## src/rtl/demux2_5b_sync_pkg.sv

```systemverilog
// Shared definitions for the 2:1 5-bit link demultiplexer: FSM encoding,
// channel tag values and the default channel width.
package demux2_5b_sync_pkg;

    typedef enum logic [1:0] {
        EMPTY = 2'b00,
        GOT1  = 2'b01,
        GOT2  = 2'b10,
        PAIR  = 2'b11
    } state_t;

    localparam logic SEL_CH1   = 1'b0;
    localparam logic SEL_CH2   = 1'b1;
    localparam int   WIDTH_DEF = 5;

endpackage

```

## src/rtl/demux2_5b_sync_pair_counter.sv

```systemverilog
// Free-running wrapping counter of consumed pairs; advances by one per enabled cycle.
module pair_counter #(
    parameter int CNT_W = 8
) (
    input  logic             clk,
    input  logic             rst,
    input  logic             en_i,
    output logic [CNT_W-1:0] cnt_o
);

    logic [CNT_W-1:0] cnt_q;
    logic [CNT_W-1:0] cnt_d;

    always_comb begin
        cnt_d = cnt_q;
        if (en_i) begin
            cnt_d = cnt_q + 1'b1;
        end
    end

    always_ff @(posedge clk) begin
        if (rst) begin
            cnt_q <= '0;
        end else begin
            cnt_q <= cnt_d;
        end
    end

    assign cnt_o = cnt_q;

endmodule

```

## src/rtl/demux2_5b_sync.sv

```systemverilog
// Reassembles a sel-tagged 5-bit time-multiplexed stream into a registered
// (out1, out2) pair offered through valid/ready, and counts consumed pairs.
module demux2_5b_sync
    import demux2_5b_sync_pkg::*;
#(
    parameter int WIDTH = WIDTH_DEF,
    parameter int CNT_W = 8
) (
    input  logic             clk,
    input  logic             rst,
    input  logic [WIDTH-1:0] in_data,
    input  logic             sel,
    input  logic             in_valid,
    output logic             in_ready,
    output logic [WIDTH-1:0] out1,
    output logic [WIDTH-1:0] out2,
    output logic             out_valid,
    input  logic             out_ready,
    output logic             err_dup,
    output logic [CNT_W-1:0] pair_cnt
);

    state_t           state_q, state_d;
    logic [WIDTH-1:0] out1_q, out1_d;
    logic [WIDTH-1:0] out2_q, out2_d;
    logic             err_q, err_d;
    logic             accept;
    logic             consume;

    // Only combinational input-to-output path: a held pair frees the input once the consumer takes it.
    assign in_ready = (state_q == PAIR) ? out_ready : 1'b1;
    assign accept   = in_valid && in_ready;
    assign consume  = (state_q == PAIR) && out_ready;

    always_comb begin
        state_d = state_q;
        out1_d  = out1_q;
        out2_d  = out2_q;
        err_d   = 1'b0;
        case (state_q)
            EMPTY: begin
                if (accept) begin
                    if (sel == SEL_CH1) begin
                        out1_d  = in_data;
                        state_d = GOT1;
                    end else begin
                        out2_d  = in_data;
                        state_d = GOT2;
                    end
                end
            end
            GOT1: begin
                if (accept) begin
                    if (sel == SEL_CH2) begin
                        out2_d  = in_data;
                        state_d = PAIR;
                    end else begin
                        out1_d = in_data;
                        err_d  = 1'b1;
                    end
                end
            end
            GOT2: begin
                if (accept) begin
                    if (sel == SEL_CH1) begin
                        out1_d  = in_data;
                        state_d = PAIR;
                    end else begin
                        out2_d = in_data;
                        err_d  = 1'b1;
                    end
                end
            end
            PAIR: begin
                // A beat arriving with the consume starts the next pair without a bubble.
                if (consume) begin
                    if (accept) begin
                        if (sel == SEL_CH1) begin
                            out1_d  = in_data;
                            state_d = GOT1;
                        end else begin
                            out2_d  = in_data;
                            state_d = GOT2;
                        end
                    end else begin
                        state_d = EMPTY;
                    end
                end
            end
            default: state_d = EMPTY;
        endcase
    end

    always_ff @(posedge clk) begin
        if (rst) begin
            state_q <= EMPTY;
            out1_q  <= '0;
            out2_q  <= '0;
            err_q   <= 1'b0;
        end else begin
            state_q <= state_d;
            out1_q  <= out1_d;
            out2_q  <= out2_d;
            err_q   <= err_d;
        end
    end

    pair_counter #(
        .CNT_W(CNT_W)
    ) u_pair_counter (
        .clk  (clk),
        .rst  (rst),
        .en_i (consume),
        .cnt_o(pair_cnt)
    );

    assign out1      = out1_q;
    assign out2      = out2_q;
    assign out_valid = (state_q == PAIR);
    assign err_dup   = err_q;

endmodule

```

## config.mk

```make
export PLATFORM = sky130hd
export DESIGN_NAME = demux2_5b_sync
export DESIGN_NICKNAME = d
export VERILOG_FILES = /design/src/rtl/demux2_5b_sync_pkg.sv /design/src/rtl/demux2_5b_sync_pair_counter.sv /design/src/rtl/demux2_5b_sync.sv
export SDC_FILE = /design/constraint.sdc
export NUM_CORES = 1
export LEC_CHECK = 0
export CORE_UTILIZATION = 41
export CTS_CLUSTER_DIAMETER = 40
export CTS_CLUSTER_SIZE = 10
export DETAILED_ROUTE_END_ITERATION = 6
export PLACE_DENSITY = 0.74
export SYNTH_ARGS = -nofsm -noshare
export SYNTH_HDL_FRONTEND = slang
export SYNTH_HIERARCHICAL = 1
export SYNTH_SLANG_ARGS = --single-unit
```

## constraint.sdc

```tcl
create_clock -name clk -period 1.4 [get_ports clk]
set_clock_uncertainty 0.1 [all_clocks]
set_input_delay 0.21 -clock clk [delete_from_list [all_inputs] [get_ports clk]]
set_output_delay 0.21 -clock clk [all_outputs]
set_load 0.05 [all_outputs]
```

==> results of run 1 <==
[per-layer routing]
layer  routed length, µm  vias up
met5                   0        -
met4                 106        0
met3                 143       12
met2                1691       47
met1                1265      574
li1                    -      523
[logic make-up after synthesis]
family	count (synthesis)	share of synthesized area, %
muxes	4	4.111
adders and majority gates	6	7.255
DFF	21	40.63
AOI/OAI and AO/OA	29	17.17
and+or+nand+nor	37	20.68
buffers and inverters	13	5.924
xor gates and xnor gates	5	4.232
[registers in the layout, summed over array words and instances (netlist names)]
signal,flops
u_pair_counter/cnt_o,8
out2,5
out1,5
state_q,2
err_dup,1
[repair_timing]
item | CTS | global route
setup buffers | 3 | 3
endpoints found under the setup margin | 8 | 19
gates resized for setup | 13 | 19
pin swaps | 5 | 5
[per-stage QoR]
stage	util [%]	power [mW]	std cells	hold WS, ns
floorplan	-	1.065	115	0.2602
CTS	78.65	1.694	191	0.3922
global placement	74.40	1.310	184	0.3956
detailed placement	74.40	1.354	184	0.4073
finish	83.22	1.851	194	0.3905
global route	83.22	1.931	194	0.3964
[how the worst max path moves through the flow]
stage	startpoint	endpoint	slack [ns]	cells after the start
3_5_place_dp	sel	state_q[0]	-0.32	4
4_1_cts	state_q[0]	in_ready	-0.21	5
3_3_place_gp	sel	state_q[0]	-0.26	4
6_report	state_q[1]	in_ready	-0.23	5
2_1_floorplan	state_q[1]	u_pair_counter/cnt_o[5]	-0.16	6
5_1_grt	state_q[1]	in_ready	-0.26	5
[cells in the mapped netlist, types with 2 or more instances]
library cell / instances / area, µm²
buf_4: 2 / 15.01
mux2i_1: 2 / 20.02
nor2_1: 8 / 30.03
or3_1: 3 / 18.77
o21ai_0: 3 / 15.01
o31ai_1: 10 / 75.07
a21oi_1: 13 / 65.06
nand4_1: 13 / 81.33
ha_1: 6 / 75.07
mux2_1: 2 / 22.52
buf_2: 4 / 20.02
nand3_1: 2 / 10.01
nand2_1: 3 / 11.26
nand4b_1: 2 / 17.52
xor2_1: 4 / 35.03
dfxtp_1: 21 / 420.4
a31oi_1: 2 / 12.51
nand2b_1: 2 / 12.51
inv_2: 2 / 7.510
inv_1: 2 / 7.510
[worst max-delay path, cell delays in order (launching register included)]
cell     delay, ns
dfxtp_4       0.40
ha_4          0.14
nor2b_4       0.14
inv_2         0.06
buf_12        0.12
buf_12        0.14
[power groups by stage]
| stage | clock network (mW) | registers [mW] | logic [mW] |
|---|---|---|---|
| final | 0.306 | 0.718 | 0.827 |
| after global routing | 0.332 | 0.719 | 0.880 |
| after CTS | 0.299 | 0.714 | 0.680 |
| after detailed placement | 0 | 0.718 | 0.635 |
| after global placement | 0 | 0.712 | 0.598 |
| after floorplan | 0 | 0.764 | 0.300 |
[layout make-up]
cell class                      count  area share (%)
Multi-Input combinational cell     81           35.34
Clock buffer                        3           1.178
Sequential cell                    21           22.64
Inverter                            5          0.9817
Tap cell                           28           1.832
Clock inverter                      1          0.2618
Timing Repair Buffer               55           37.76
[placed cells by master (no fill, tap or decap), types with 2 or more instances in the layout]
master,netlist,final
mux2i_1,2,2
xor2_1,4,3
a21oi_2,0,4
o31ai_1,10,7
a21oi_1,13,9
a31oi_1,2,2
nand4_1,13,13
clkdlybuf4s50_1,0,9
clkbuf_4,0,3
mux2_1,2,2
nand4b_1,2,2
buf_12,0,22
nand2_1,3,2
o31ai_2,0,3
ha_4,0,3
nand2b_1,2,2
or3_4,0,2
dfxtp_4,0,2
nor2_1,8,8
buf_6,0,3
dfxtp_1,21,15
inv_2,2,4
ha_1,6,2
o21ai_0,3,3
buf_4,2,21
dfxtp_2,0,4
==> results.toml, run 1 <==
[status]
status = "complete, but fails checks"
violations = "negative setup slack"

[power_and_ir_drop]
p_int_mw = 1.182
p_leak_nw = 0.7412
vdd_drop_max_v = 0.0008622
p_sw_mw = 0.6686
powerDensity_nw_per_um2 = 968.0
power_frac_clock_pct = 16.5
power_frac_comb_pct = 44.7
seqPwrFrac_pct = 38.8
switching_share_pct = 36.13

[grt]
globalRouteMet1Util_pct = 25.71
antenna_found_initial = 0
grt_pass1_wl_um = 4643
grt_max_degree = 13
met2_usage_pct = 42.31
grt_pass1_vias = 1065
grt_util_all_layers_pct = 23.07
top_usage_layer = "met2"
grt_overflow_total = 0
use_met3_pct = 3.188

[die]
die_area_um2 = 2729
die_y_um = 52.24
coreArea_um2 = 2297
die_w_um = 52.24
pin_count = 31
initial_core_util_pct = 45.04
rows = 17

[logic_synthesis]
synthCells = 115
ys.flop_type = "dfxtp_1"
synth-edff-count = 0
syn_area_um2 = 1035
synth_seq_area_share_pct = 40.63
async_flop_share_pct = 0
ys_ff_latch = 21
syn_area_per_cell_um2 = 8.998
ys_warn_count = 6
syn_nets = 131
synth_cell_type_count = 29

[critical_path]
reg2reg_slack_ns = -0.20
critPathRequiredTime_ns = 1.09
critPathKind = "reg2out"
r2r-end = "state_q[0]"
cp-end-kind = "output port"
rr_worst_depth = 6
r2r-start = "state_q[0]"
arrival_ns = 1.32
worstPathMaxFanout = 4
worstSetupStartpointType = "register"

[worst_hold_path]
hp-class = "in2reg"
min-delay-start = "in_data[4]"
hold_depth = 3
whs_endpoint = "out2[4]"

[sta]
tightestPinTransition_ns = 0.3070
slew_viol_final = 0
finalWorstSetupSlack_ns = -0.2294
max_freq_mhz = 613.7
final_hold_viol_count = 0
finalCritPeriodShare_pct = 116.4
rsz0062_at_grt = "yes"
setup-tns-final_ns = -1.388
setup_viol = 13
fin_crit_ns = 1.629
relSlewSlack_pct = 79.47

[placement]
gp_congestion = 0.8462
place_area_um2 = 1709
dp_hpwl_um = 2121
portBuffers = 30
dp_slack_ns = -0.3229

[clocking]
htree_levels = 1
clock_latency_ns = 0.31
numCtsBuffers = 3
cts.path.max_buffers = 2
root_buffer = "clkbuf_4"
cts_tree = "yes"
clkSinkCount = 21
holdBufCountCts = 0
clk_pin_slew_ns = 0.12

[finish]
multi_input_area_um2 = 675.6
nFillCells = 130
antenna_cells = 0
seq_area_um2 = 432.9
areaGrowthSynthToFinish_pct = 84.76
nNetsFinal = 183
final_area_um2 = 1912
drive_above_1_share_pct = 48.19

[routing]
firstDrtPassIters = 4
wl_per_cell_um = 16.53
ant_nets = 0
vias = 1156
post-route-drc-count = 0
drt-initial-drc-count = 26
viasPerCell = 5.959
wl_um = 3207

[run]
cap_viol_max_count = 0
(Power assumes the default switching activity.)
==> inputs of run 2 (changes only) <==
--- a/config.mk
+++ b/config.mk
@@ -5,10 +5,13 @@
 export SDC_FILE = /design/constraint.sdc
 export NUM_CORES = 1
 export LEC_CHECK = 0
+export CORE_MARGIN = 2
 export CORE_UTILIZATION = 41
 export CTS_CLUSTER_DIAMETER = 40
 export CTS_CLUSTER_SIZE = 10
 export DETAILED_ROUTE_END_ITERATION = 6
+export HOLD_SLACK_MARGIN = 0.15
+export MAX_ROUTING_LAYER = met4
 export PLACE_DENSITY = 0.74
 export SYNTH_ARGS = -nofsm -noshare
 export SYNTH_HDL_FRONTEND = slang
==> run 2 against run 1 <==
- the flow still finishes with violations (negative setup slack)
- hold slack improved by 0.00095 ns
- register-to-register slack improved by 0.05 ns
- combinational power decreased by 9.6%
- first-iteration DRC count decreased by 7.7%
- non-clock buffer count decreased by 3
- power decreased by 4.9%
- wire length decreased by 10%
- critical path type unchanged
- largest cell class unchanged
- largest power group unchanged
- highest routed layer unchanged
==> results.toml, run 2 (synthesis gave the netlist of run 1 again) <==
[worst_hold_path]
hp-class = "in2reg"
hold_depth = 3
min-delay-start = "in_data[4]"
whs_endpoint = "out2[4]"

[finish]
largest_register_ffs = 8
nFillCells = 158
areaGrowthSynthToFinish_pct = 80.77
final_cell_mix = "22 x buf_12, 18 x buf_4, 15 x dfxtp_1"
antenna_cells = 0
nNetsFinal = 180
drive_above_1_share_pct = 45.40
final_common_cell = "buf_12"

[grt]
top_usage_layer = "met2"
met2_usage_pct = 35.54
grt_pass1_vias = 1031
use_met3_pct = 5.738
grt_overflow_total = 0
grt_pass1_wl_um = 4340
grt_util_all_layers_pct = 21.20
grt_max_degree = 20
globalRouteMet1Util_pct = 23.42
antenna_found_initial = 0

[critical_path]
arrival_ns = 1.30
worst-path-buf-inv = 3
rr_worst_depth = 5
max_stage_delay_ns = 0.39
cp_cell_sequence = "ha_4 > nor2b_4 > inv_2 > buf_12 > buf_12"
r2r-end = "state_q[1]"
r2r-start = "state_q[0]"
cp-end-kind = "output port"
crit_family = "flip-flops"
critPathRequiredTime_ns = 1.09
cpMostUsedCell = "buf_12"
critPathKind = "reg2out"
worstPathMaxFanout = 3
worstSetupStartpointType = "register"
reg2reg_slack_ns = -0.15
slowest_stage = "dfxtp_4"

[die]
die_area_um2 = 2941
pin_count = 31
rows = 18
coreArea_um2 = 2432
die_y_um = 54.24
initial_core_util_pct = 42.54
die_w_um = 54.24

[power_and_ir_drop]
power_frac_comb_pct = 42.5
p_leak_nw = 0.7463
switching_share_pct = 34.02
powerDensity_nw_per_um2 = 940.9
seqPwrFrac_pct = 40.5
power_frac_clock_pct = 17.0
vdd_drop_max_v = 0.001332
p_int_mw = 1.161
p_sw_mw = 0.5987

[sta]
slew_viol_final = 0
relSlewSlack_pct = 80.20
fin_crit_ns = 1.611
hold_slack_ns = 0.3914
finalCritPeriodShare_pct = 115.0
final_hold_viol_count = 0
setup_viol = 14
tightestPinTransition_ns = 0.2945
finalWorstSetupSlack_ns = -0.2107
max_freq_mhz = 620.9
rsz0062_at_grt = "yes"

[status]
violations = "negative setup slack"
status = "complete, but fails checks"

[routing]
post-route-drc-count = 0
vias = 1073
wl_per_cell_um = 14.96
ant_nets = 0
firstDrtPassIters = 4
wl_um = 2887
drt-initial-drc-count = 24
viasPerCell = 5.560

[clocking]
clkSinkCount = 21
cts_tree = "yes"
cts.path.max_buffers = 2
htree_levels = 1
holdBufCountCts = 0
numCtsBuffers = 3
clock_latency_ns = 0.31
root_buffer = "clkbuf_4"
clk_pin_slew_ns = 0.12

[placement]
dp_slack_ns = -0.3149
dp_hpwl_um = 2085
portBuffers = 30
gp_congestion = 0.8135

[run]
cap_viol_max_count = 0
## run 2: worst reg2reg max path, stage by stage (launching register included)
cell and delay [ns]:
dfxtp_4 0.39, inv_1 0.08, ha_2 0.21, nor3_2 0.16, o211a_1 0.21, mux2_4 0.31
## run 2: cell type report
type                    instances  area [µm²]  area share (%)
clock buffers                   3       22.52           1.204
multi-input cells              81       654.4           34.98
repair buffers                 52       699.4           37.39
clock inverters                 1       5.005          0.2676
inverters                       5       18.77           1.003
flip-flops and latches         21       432.9           23.14
well taps                      30       37.54           2.007
## run 2: repair_timing
item,CTS,global route
pin swaps,5,1
gates resized for setup,13,14
gates cloned,0,0
endpoints found under the setup margin,7,22
setup buffers,3,0
## run 2: how the worst max path moves through the flow
| stage | end | startpoint | depth (start not counted) |
|---|---|---|---|
| 5_1_grt | in_ready | state_q[0] | 5 |
| 3_5_place_dp | state_q[1] | sel | 4 |
| 4_1_cts | in_ready | state_q[0] | 5 |
| 3_3_place_gp | state_q[1] | sel | 4 |
| 6_report | in_ready | state_q[0] | 5 |
| 2_1_floorplan | u_pair_counter/cnt_o[5] | state_q[1] | 6 |
## run 2: power groups by stage
stage | logic [mW] | registers (mW) | clock network [mW]
2_1_floorplan | 0.300 | 0.764 | 0
3_3_place_gp | 0.628 | 0.712 | 0
3_5_place_dp | 0.658 | 0.716 | 0
4_1_cts | 0.715 | 0.712 | 0.302
5_1_grt | 0.813 | 0.715 | 0.330
6_report | 0.748 | 0.712 | 0.300
## run 2: routing by layer
| layer | part of all wire, % | wire length [µm] | up-vias |
|---|---|---|---|
| li1 | - | - | 520 |
| met1 | 37 | 1073 | 521 |
| met2 | 57 | 1653 | 26 |
| met3 | 4.1 | 118 | 6 |
| met4 | 1.5 | 42 | 0 |
| met5 | 0 | 0 | - |
## run 2: metrics by stage
| stage | instances | setup TNS, ns | util, % | area (µm²) | total power, mW |
|---|---|---|---|---|---|
| after floorplan | 115 | -0.8283 | - | 1070 | 1.065 |
| after global routing | 193 | -2.038 | 76.90 | 1871 | 1.858 |
| after detailed placement | 186 | -4.141 | 70.37 | 1712 | 1.375 |
| after global placement | 186 | -3.135 | 70.37 | 1712 | 1.340 |
| after CTS | 193 | -1.043 | 74.38 | 1809 | 1.729 |
| final | 193 | -1.090 | 76.90 | 1871 | 1.760 |
